<file path="config.mk">
export PLATFORM = sky130hd
export DESIGN_NAME = fetch_utlb_stage
export DESIGN_NICKNAME = d
export VERILOG_FILES = /design/src/rtl/fetch_utlb_stage.sv
export SDC_FILE = /design/constraint.sdc
export NUM_CORES = 1
export LEC_CHECK = 0
export ABC_AREA = 1
export CORE_UTILIZATION = 49
export DETAILED_ROUTE_END_ITERATION = 8
export PLACE_DENSITY = 0.83
export SLEW_MARGIN = 30
export SYNTH_ARGS = -nofsm -noshare
export SYNTH_HDL_FRONTEND = slang
export SYNTH_SLANG_ARGS = --single-unit
</file>
<file path="constraint.sdc">
create_clock -name clk -period 3.2 [get_ports clk]
set_input_delay 0.96 -clock clk [delete_from_list [all_inputs] [get_ports clk]]
set_output_delay 0.96 -clock clk [all_outputs]
set_load 0.02 [all_outputs]
</file>
<file path="src/rtl/fetch_utlb_stage.sv">
`timescale 1ns/1ps
// Instruction-fetch request stage: kseg0/1 bypass plus an N-entry fully associative
// micro-TLB refilled round-robin from the shared TLB on a miss.
module fetch_utlb_stage #(
    parameter int unsigned UTLB_ENTRIES = 4,
    parameter int unsigned CACHE_FAULTS = 1
) (
    input  logic        clk,
    input  logic        resetn,
    output logic        inst_req,
    output logic        inst_cache,
    output logic [31:0] inst_addr,
    input  logic        inst_addr_ok,
    input  logic        tlb_write,
    output logic [31:0] tlb_vaddr,
    input  logic [31:0] tlb_paddr,
    input  logic        tlb_miss,
    input  logic        tlb_invalid,
    input  logic [2:0]  tlb_cattr,
    input  logic [31:0] status,
    input  logic [2:0]  config_k0,
    input  logic        valid_i,
    input  logic [31:0] pc_i,
    output logic        ready_o,
    input  logic        ready_i,
    output logic        valid_o,
    output logic [31:0] pc_o,
    output logic        cancelled_o,
    output logic        exc_o,
    output logic        exc_miss_o,
    output logic [4:0]  exccode_o,
    input  logic        commit_i,
    output logic [31:0] perfcnt_fetch_waitreq,
    output logic [31:0] perfcnt_utlb_miss
);

    localparam int unsigned IdxW      = (UTLB_ENTRIES > 1) ? $clog2(UTLB_ENTRIES) : 1;
    localparam int unsigned StatusUm  = 4;
    localparam int unsigned StatusExl = 1;
    localparam logic [4:0]  ExcAdel   = 5'd4;
    localparam logic [4:0]  ExcTlbl   = 5'd2;

    typedef enum logic [1:0] {
        StCheck = 2'd0,
        StQuery = 2'd1,
        StReq   = 2'd2
    } qstate_e;

    qstate_e qstate_q, qstate_d;

    logic [UTLB_ENTRIES-1:0] ent_valid_q;
    logic [19:0]             ent_vpn_q   [UTLB_ENTRIES];
    logic [19:0]             ent_pfn_q   [UTLB_ENTRIES];
    logic                    ent_miss_q  [UTLB_ENTRIES];
    logic                    ent_inv_q   [UTLB_ENTRIES];
    logic [2:0]              ent_cattr_q [UTLB_ENTRIES];
    logic [IdxW-1:0]         rr_q;

    logic [19:0] res_pfn_q;
    logic        res_miss_q, res_inv_q;
    logic [2:0]  res_cattr_q;
    logic [31:0] pc_save_q;

    logic        valid_q, cancelled_q, exc_q, exc_miss_q;
    logic [31:0] pc_q, waitreq_q, utlb_miss_q;
    logic [4:0]  exccode_q;

    logic        kseg01, kseg0, kernel, adel;
    logic        hit, hit_miss, hit_inv;
    logic [19:0] hit_pfn;
    logic [2:0]  hit_cattr;
    logic        if_req_exc, exc_miss_d, install;
    logic        unused_ok;

    assign kseg01 = (pc_i[31:30] == 2'b10);
    assign kseg0  = (pc_i[31:29] == 3'b100);
    assign kernel = !status[StatusUm] || status[StatusExl];
    assign adel   = (pc_i[1:0] != 2'b00) || (pc_i[31] && !kernel);

    // Entries are unique per VPN, so OR-combining the matching fields selects the hit.
    always_comb begin
        hit       = 1'b0;
        hit_miss  = 1'b0;
        hit_inv   = 1'b0;
        hit_pfn   = '0;
        hit_cattr = '0;
        for (int i = 0; i < int'(UTLB_ENTRIES); i++) begin
            if (ent_valid_q[i] && (ent_vpn_q[i] == pc_i[31:12])) begin
                hit       = 1'b1;
                hit_miss  = hit_miss | ent_miss_q[i];
                hit_inv   = hit_inv | ent_inv_q[i];
                hit_pfn   = hit_pfn | ent_pfn_q[i];
                hit_cattr = hit_cattr | ent_cattr_q[i];
            end
        end
    end

    always_comb begin
        qstate_d   = qstate_q;
        if_req_exc = 1'b0;
        exc_miss_d = 1'b0;
        unique case (qstate_q)
            StCheck: begin
                if_req_exc = adel || (hit && (hit_miss || hit_inv));
                exc_miss_d = hit && hit_miss;
                if (!(kseg01 || hit || !valid_i || !ready_i)) begin
                    qstate_d = StQuery;
                end
            end
            StQuery: qstate_d = StReq;
            StReq: begin
                if_req_exc = res_miss_q || res_inv_q;
                exc_miss_d = res_miss_q;
                if (inst_addr_ok || if_req_exc) begin
                    qstate_d = StCheck;
                end
            end
            default: qstate_d = StCheck;
        endcase
        if (commit_i) begin
            qstate_d = StCheck;
        end
    end

    always_comb begin
        inst_req = valid_i && ready_i && !if_req_exc &&
                   (((qstate_q == StCheck) && (kseg01 || hit)) || (qstate_q == StReq));
        if (qstate_q == StReq) begin
            inst_addr  = {res_pfn_q, pc_save_q[11:0]};
            inst_cache = res_cattr_q[0];
        end else if (kseg01) begin
            inst_addr  = {3'b000, pc_i[28:0]};
            inst_cache = kseg0 && config_k0[0];
        end else begin
            inst_addr  = {hit_pfn, pc_i[11:0]};
            inst_cache = hit_cattr[0];
        end
    end

    assign ready_o   = ready_i && (inst_addr_ok || if_req_exc);
    assign tlb_vaddr = pc_save_q;
    assign install   = (CACHE_FAULTS != 0) || !(tlb_miss || tlb_invalid);

    always_ff @(posedge clk or negedge resetn) begin
        if (!resetn) begin
            qstate_q    <= StCheck;
            ent_valid_q <= '0;
            for (int i = 0; i < int'(UTLB_ENTRIES); i++) begin
                ent_vpn_q[i]   <= '0;
                ent_pfn_q[i]   <= '0;
                ent_miss_q[i]  <= 1'b0;
                ent_inv_q[i]   <= 1'b0;
                ent_cattr_q[i] <= '0;
            end
            rr_q        <= '0;
            res_pfn_q   <= '0;
            res_miss_q  <= 1'b0;
            res_inv_q   <= 1'b0;
            res_cattr_q <= '0;
            pc_save_q   <= '0;
            valid_q     <= 1'b0;
            pc_q        <= '0;
            cancelled_q <= 1'b0;
            exc_q       <= 1'b0;
            exc_miss_q  <= 1'b0;
            exccode_q   <= '0;
            waitreq_q   <= '0;
            utlb_miss_q <= '0;
        end else begin
            qstate_q <= qstate_d;
            if (qstate_q == StCheck) begin
                pc_save_q <= pc_i;
            end
            if (qstate_q == StQuery) begin
                res_pfn_q   <= tlb_paddr[31:12];
                res_miss_q  <= tlb_miss;
                res_inv_q   <= tlb_invalid;
                res_cattr_q <= tlb_cattr;
                if (install) begin
                    ent_valid_q[rr_q] <= 1'b1;
                    ent_vpn_q[rr_q]   <= pc_save_q[31:12];
                    ent_pfn_q[rr_q]   <= tlb_paddr[31:12];
                    ent_miss_q[rr_q]  <= tlb_miss;
                    ent_inv_q[rr_q]   <= tlb_invalid;
                    ent_cattr_q[rr_q] <= tlb_cattr;
                    rr_q <= (rr_q == IdxW'(UTLB_ENTRIES - 1)) ? '0 : rr_q + IdxW'(1);
                end
            end
            // A flush overrides an install landing in the same cycle.
            if (tlb_write || commit_i) begin
                ent_valid_q <= '0;
            end
            if (ready_i) begin
                valid_q     <= (valid_i && inst_addr_ok) || if_req_exc;
                pc_q        <= (qstate_q == StCheck) ? pc_i : pc_save_q;
                cancelled_q <= commit_i;
                exc_q       <= if_req_exc;
                exc_miss_q  <= exc_miss_d;
                exccode_q   <= adel ? ExcAdel : ExcTlbl;
            end
            if (inst_req && !inst_addr_ok) begin
                waitreq_q <= waitreq_q + 32'd1;
            end
            if ((qstate_q == StCheck) && (qstate_d == StQuery)) begin
                utlb_miss_q <= utlb_miss_q + 32'd1;
            end
        end
    end

    assign valid_o               = valid_q;
    assign pc_o                  = pc_q;
    assign cancelled_o           = cancelled_q;
    assign exc_o                 = exc_q;
    assign exc_miss_o            = exc_miss_q;
    assign exccode_o             = exccode_q;
    assign perfcnt_fetch_waitreq = waitreq_q;
    assign perfcnt_utlb_miss     = utlb_miss_q;

    assign unused_ok = ^{tlb_paddr[11:0], status[31:5], status[3:2], status[0],
                         config_k0[2:1], hit_cattr[2:1], res_cattr_q[2:1]};

endmodule

</file>
==> out/results.ini, run 1 <==
[outcome]
outcome=complete, but fails checks
violations=negative setup slack

[finish]
final_layout_size_suffix_gt1_share_pct=19.68
final_cell_mix=nand2_1, dfrtp_1, o21ai_0
layout_commonest_cell=nand2_1
stdcell_area_mm2=0.02369
nets=2731
areaGrowthSynthToFinish_pct=37.62

[global_routing]
antenna_found_initial=0
grt_max_degree=88
grt_use_total_pct=31.43
grt_pass1_vias=16190
overflow=0
grt_first_pass_wirelength_mm=88.56

[setup_path]
cp_slowest_stage_delay_ns=0.17
reg2reg_from=ent_vpn_q[35]
rr_worst_depth=18
worstPathRequired_ns=2.24
slowest_stage=o21ai_2
path_delay_family=buffers and inverters
crit_path_max_fanout=5
crit_type=in2out
cp-end-kind=output port
path_cells=buf_6 -> inv_2 -> buf_6 -> nand2_4 -> nand2_2 -> nor2_4 -> nand3b_1 -> nor2_4 -> buf_12 -> buf_12 -> buf_16 -> nand4_1 -> nand3_2 -> o22ai_2 -> o21ai_2 -> buf_6
cp_num_buf_inv=7
startpoint_type=input pin
rrSetupSlack_ns=0.74
crit_top_cell=buf_6
arrival_ns=2.72
rr_endpoint=perfcnt_fetch_waitreq[14]

[worst_hold_path]
min_path_type=in2async

[clocking]
cts_hold_buf=0
h-tree-depth=2
cts_buffer_depth=3
cts_tree=built
cts-buffers-inserted=38
clk_pin_slew_ns=0.06
cts.sinks=337
clock_latency_ns=0.56
root_buffer=clkbuf_16

[detailed_routing]
drt-vias-per-instance=5.527
drc=0
drtAntennaViolNets=0
wire_per_inst_um=19.02
vias=17120
first_pass_iters=6
drt-initial-drc-count=1467
detail_route.wirelength_mm=58.93

[timing]
rsz0062_at_grt=yes
maxSlewViolCount=0
min_period_ns=3.678
setup_viol=23
fin_skew_ns=0.02971
fmax_mhz=271.9
finalHoldViolCount=0
relSlewSlack_pct=38.54
timing.final.ws_setup_ns=-0.4777
worst_slew_pin_slew_ns=0.9220
fin_crit_sh_pct=114.9

[place]
post_dp_cell_area_mm2=0.02091
port_buffers=233
place_congestion=1.037
place_ws_ns=-1.535
dp_hpwl_mm=38.77

[synth]
synth-seq-area-share_pct=48.99
synth_seq_cells=337
syn_area_mm2=0.01721
synth_cell_types=40
syn_inst=2287
syn_area_per_cell_um2=7.527
yosys_warnings=0

[die]
die_y_um=189.4
start_util_pct=49.83
rows=68
fp.coreArea_mm2=0.03454
ios=283
dieArea_mm2=0.03588
die_x_um=189.4

[job]
drv_cap=0

[power]
leakage_nw=11.68
ir_drop_mv=0.4989
p_per_area_mw_per_mm2=644.1
design_power_total_w=0.01526

==> cells by family (layout without fill, tap and decap cells) <==
| group | after synthesis | after routing | synth area share [%] |
|---|---|---|---|
| AO/OA/AOI/OAI | 317 | 317 | 9.580 |
| AND/OR/NAND/NOR | 1231 | 1231 | 29.77 |
| adder cells (fa/ha/maj) | 6 | 6 | 0.4361 |
| other | 1 | 4 | 0.02178 |
| XOR/XNOR | 73 | 73 | 3.714 |
| flip-flops | 337 | 337 | 48.99 |
| buffers and inverters | 322 | 675 | 7.487 |
==> area by class of cell <==
class,count,area (µm²)
clock inverters,12,156.4
multi-input cells,1630,8441
clock buffers,56,1109
inverters,218,850.8
flip-flops and latches,337,8433
diodes,1,2.502
fillers,2651,10850
repair buffers,389,4129
well taps,455,569.3
==> repair_timing <==
item	CTS	global route
pin swaps	56	105
setup buffers	20	9
endpoints found under the hold margin	0	0
endpoints found under the setup margin	34	23
gates resized for setup	384	154
cloned	7	8
==> worst max-delay path by stage <==
stage / end / start / cells past startpoint / slack [ns]
floorplan: ready_o / pc_i[24] / 15 / -0.005
global placement: inst_addr[27] / pc_i[21] / 13 / -1.53
detailed placement: inst_addr[28] / pc_i[21] / 13 / -1.53
CTS: inst_addr[27] / pc_i[22] / 15 / -0.49
global route: inst_addr[13] / pc_i[21] / 14 / -0.55
finish: inst_addr[13] / pc_i[26] / 16 / -0.48
==> flip-flops by register name, summed over array words and instances (netlist names), 20 cells and up <==
| signal | flops |
|---|---|
| ent_pfn_q | 80 |
| perfcnt_utlb_miss | 32 |
| perfcnt_fetch_waitreq | 32 |
| pc_o | 32 |
| ent_vpn_q | 80 |
| tlb_vaddr | 32 |
| res_pfn_q | 20 |
==> worst register-to-register path: stages, from the launching register on <==
cell and delay (ns):
dfrtp_1 0.42, nand2_1 0.20, buf_4 0.14, nand2_1 0.04, nor2_1 0.09, nand2_1 0.08, nor2_2 0.18, nand3_2 0.12
nand2_2 0.10, nor2_4 0.05, buf_6 0.11, nand3_2 0.05, nand2_2 0.08, buf_4 0.14, inv_2 0.10, nand4_4 0.10
buf_12 0.20, nand2_1 0.09, nand2_1 0.06
==> stage by stage <==
| stage | utilization (%) | hold WS, ns | cells | setup TNS [ns] |
|---|---|---|---|---|
| after floorplan | - | 0.4530 | 2289 | -0.005154 |
| after global placement | 60.52 | 0.4590 | 2991 | -58.73 |
| after detailed placement | 60.52 | 0.4651 | 2991 | -58.32 |
| after CTS | 66.67 | 0.4078 | 3086 | -10.43 |
| after global routing | 68.57 | 0.4424 | 3097 | -10.91 |
| final | 68.58 | 0.3887 | 3098 | -9.403 |
==> where the power goes <==
group,internal (W),switching (W)
clock network,0.00265,0.00181
logic,0.00171,0.00256
registers,0.00548,0.00105
total,0.00984,0.00541
==> routing by layer <==
metal | vias to the layer above | track usage (%) | wire length [µm]
li1 | 7918 | - | -
met1 | 8222 | 43.57 | 24350
met2 | 783 | 50.14 | 27630
met3 | 201 | 4.690 | 4594
met4 | 0 | 11.17 | 2346
met5 | - | 0 | 0
==> cell usage after synthesis <==
master,number,area [µm²]
xnor2_1,25,219.0
buf_6,3,33.78
ha_1,6,75.07
or2_2,1,6.260
inv_2,19,71.32
a21oi_1,10,50.05
buf_4,11,82.58
nor2_2,12,75.07
inv_1,197,739.5
nand2_2,15,93.84
nor3_1,24,120.1
o21a_1,1,7.510
nand3b_1,4,30.03
o22ai_1,19,118.9
o21ai_0,265,1326
or2_1,1,6.260
dfrtp_1,337,8433
a21oi_4,1,16.27
o211ai_1,1,7.510
nor2_1,143,536.8
nand3_2,7,70.07
clkinv_1,1,3.750
buf_2,11,55.05
o21ai_1,13,65.06
conb_1,1,3.750
o311ai_0,1,8.760
nor2_4,4,45.04
buf_1,7,26.28
and2_1,1,6.260
nand2_1,885,3322
a22oi_1,3,22.52
xor2_1,48,420.4
nand3_1,41,205.2
nand4_4,1,21.27
a22o_1,3,26.28
inv_4,1,6.260
clkbuf_1,72,270.3
nand4_1,75,469.2
nor4_1,16,100.1
nand3_4,1,17.52
No activity file was read; power rests on OpenSTA's default activity.
==> inputs of run 2 (changes only) <==
Settings changed: CORE_MARGIN from default to 2, SETUP_SLACK_MARGIN from default to 0.15.
==> run 2 against run 1 <==
Net effect:
- the flow still finishes with violations (negative setup slack)
- worst setup slack worse by 0.091 ns
- critical endpoint is now inst_addr[12]
- die area rose by 2.1%
- via count rose by 2.2%
- utilization is 1.5 points higher
- final area grew 2.2%
- largest cell class unchanged
- sequential power hardly changed
==> out/results.ini, run 2 (same netlist as run 1, synthesis figures left out) <==
[power]
leakage_nw=11.94  ; +2.2%
ir_drop_mv=0.4417  ; -11%
p_per_area_mw_per_mm2=644.2  ; about the same
design_power_total_w=0.01560  ; +2.2%

[setup_path]
arrival_ns=2.81  ; +0.09 ns
startpoint_type=input pin
worstPathRequired_ns=2.24  ; about the same
crit_path_max_fanout=10  ; +5
cp-end-kind=output port
crit_type=in2out
rr_worst_depth=24  ; +6

[finish]
nets=2776  ; +1.6%
instances_no_fill=3143  ; +1.5%
top_regs=ent_pfn_q: 80 flops, ent_vpn_q: 80 flops
final_layout_size_suffix_gt1_share_pct=22.59  ; +2.9 points
layout_commonest_cell=nand2_1
final_core_util_pct=70.08  ; +1.5 points
areaGrowthSynthToFinish_pct=40.64
fillCellCount=2603  ; -1.8%
final_cell_mix=nand2_1, dfrtp_1, o21ai_0

[clocking]
clock_latency_ns=0.55  ; about the same
clk_pin_slew_ns=0.05  ; about the same
cts.sinks=337  ; unchanged
cts-buffers-inserted=38  ; unchanged
cts_tree=built
cts_hold_buf=0  ; unchanged
cts_buffer_depth=3  ; unchanged
h-tree-depth=2  ; unchanged
root_buffer=clkbuf_16

[die]
fp.coreArea_mm2=0.03454  ; unchanged
dieArea_mm2=0.03665  ; +2.1%
start_util_pct=49.83  ; unchanged
die_y_um=191.4  ; +1.1%
die_x_um=191.4  ; +1.1%
ios=283  ; unchanged
rows=68  ; unchanged

[timing]
fin_crit_sh_pct=117.8  ; +2.8 points
fmax_mhz=265.4  ; -2.4%
rsz0062_at_grt=yes
holdWs_ns=0.4233  ; +0.03459 ns
fin_skew_ns=0.03227  ; +0.002559 ns
min_period_ns=3.768  ; +0.09082 ns
setup_viol=55  ; +140%
timing.final.ws_setup_ns=-0.5685  ; -0.09082 ns
maxSlewViolCount=0  ; unchanged
relSlewSlack_pct=50.94  ; +12 points
worst_slew_pin_slew_ns=0.7333  ; -0.1887 ns
finalHoldViolCount=0  ; unchanged

[outcome]
violations=negative setup slack
outcome=complete, but fails checks

[detailed_routing]
wire_per_inst_um=18.81  ; -1.1%
drt-vias-per-instance=5.571  ; +0.78%
drc=0  ; unchanged
first_pass_iters=7  ; +1
vias=17510  ; +2.2%
drtAntennaViolNets=0  ; unchanged
detail_route.wirelength_mm=59.13  ; +0.35%
drt-initial-drc-count=1597  ; +8.9%

[place]
place_inst=3001  ; +0.33%
port_buffers=233  ; unchanged
dp_hpwl_mm=37.96  ; -2.1%
place_congestion=0.9645  ; -6.9%

[worst_hold_path]
min_path_type=in2async

[global_routing]
grt_max_degree=88  ; unchanged
grt_use_total_pct=31.43  ; about the same
grt_pass1_vias=16790  ; +3.7%
antenna_found_initial=0  ; unchanged
grt_first_pass_wirelength_mm=90.68  ; +2.4%
overflow=0  ; unchanged

[job]
drv_cap=0  ; unchanged

run 2: changes by cell type in the layout (fill, tap and decap cells not counted), moves of 6 or more:
cell,previous run,this run
nand2_2,79,108
buf_4,100,128
nand2_1,797,770
buf_6,53,72
dlygate4sd2_1,11,2
clkbuf_2,0,7
clkbuf_1,9,3
o21ai_1,11,17
run 2: path summary, 6_finish.rpt:
kind                                from  slack, ns                        end
max reg2reg                ent_vpn_q[39]       0.06  perfcnt_fetch_waitreq[30]
max                             pc_i[28]      -0.57              inst_addr[12]
min in group clk                pc_o[18]       0.48                   pc_o[18]
min                               resetn       0.42               res_pfn_q[5]
max in group asynchronous         resetn       1.87      perfcnt_utlb_miss[21]
min reg2reg                     pc_o[18]       0.48                   pc_o[18]
run 2: stage by stage:
| stage | setup slack, ns | TNS (ns) | cell area (µm²) |
|---|---|---|---|
| 2_1_floorplan | 0.01531 | 0 | 17620 |
| 3_3_place_gp | -1.420 | -56.79 | 21090 |
| 3_5_place_dp | -1.419 | -56.30 | 21090 |
| 4_1_cts | -0.4823 | -9.631 | 23750 |
| 5_1_grt | -0.6084 | -17.17 | 24210 |
| 6_report | -0.5685 | -13.37 | 24210 |
run 2: metal layers:
layer  vias up  share of wire, %  GRT usage, %
li1       8030                 -             -
met1      8427                41         43.17
met2       853                48         51.61
met3       199               7.0         3.910
met4         0               3.9         10.65
met5         -                 0             0
run 2: repair_timing:
item,CTS,global route
pin swaps,116,74
resized for setup,439,111
setup endpoints to repair,67,66
gates cloned,7,2
setup buffers,50,14
run 2: layout make-up:
| class | count | area [µm²] | area share (%) |
|---|---|---|---|
| clock buffer | 47 | 1056 | 4.362 |
| antenna | 1 | 2.502 | 0.01034 |
| inverter | 218 | 863.3 | 3.566 |
| tap | 455 | 569.3 | 2.352 |
| multi-input combinational | 1631 | 8539 | 35.27 |
| clock inverter | 21 | 325.3 | 1.344 |
| timing repair buffer | 433 | 4420 | 18.26 |
| sequential | 337 | 8433 | 34.83 |
run 2: critical path, cell delays in order:
cell      delay (ns)
buf_2           0.15
buf_4           0.16
nand2_1         0.06
nand2_1         0.09
nor2_1          0.11
nand2_1         0.06
nor2_2          0.14
nand3_4         0.10
clkinv_4        0.10
buf_12          0.12
buf_16          0.14
nand2_1         0.10
nand2_1         0.09
o22ai_2         0.07
o21ai_2         0.19
buf_6           0.15
run 2: power breakdown:
group	internal (W)	switching (W)	total, W
clock	0.00293	0.00188	0.00481
sequential	0.00548	0.00105	0.00653
combinational	0.00173	0.00252	0.00425
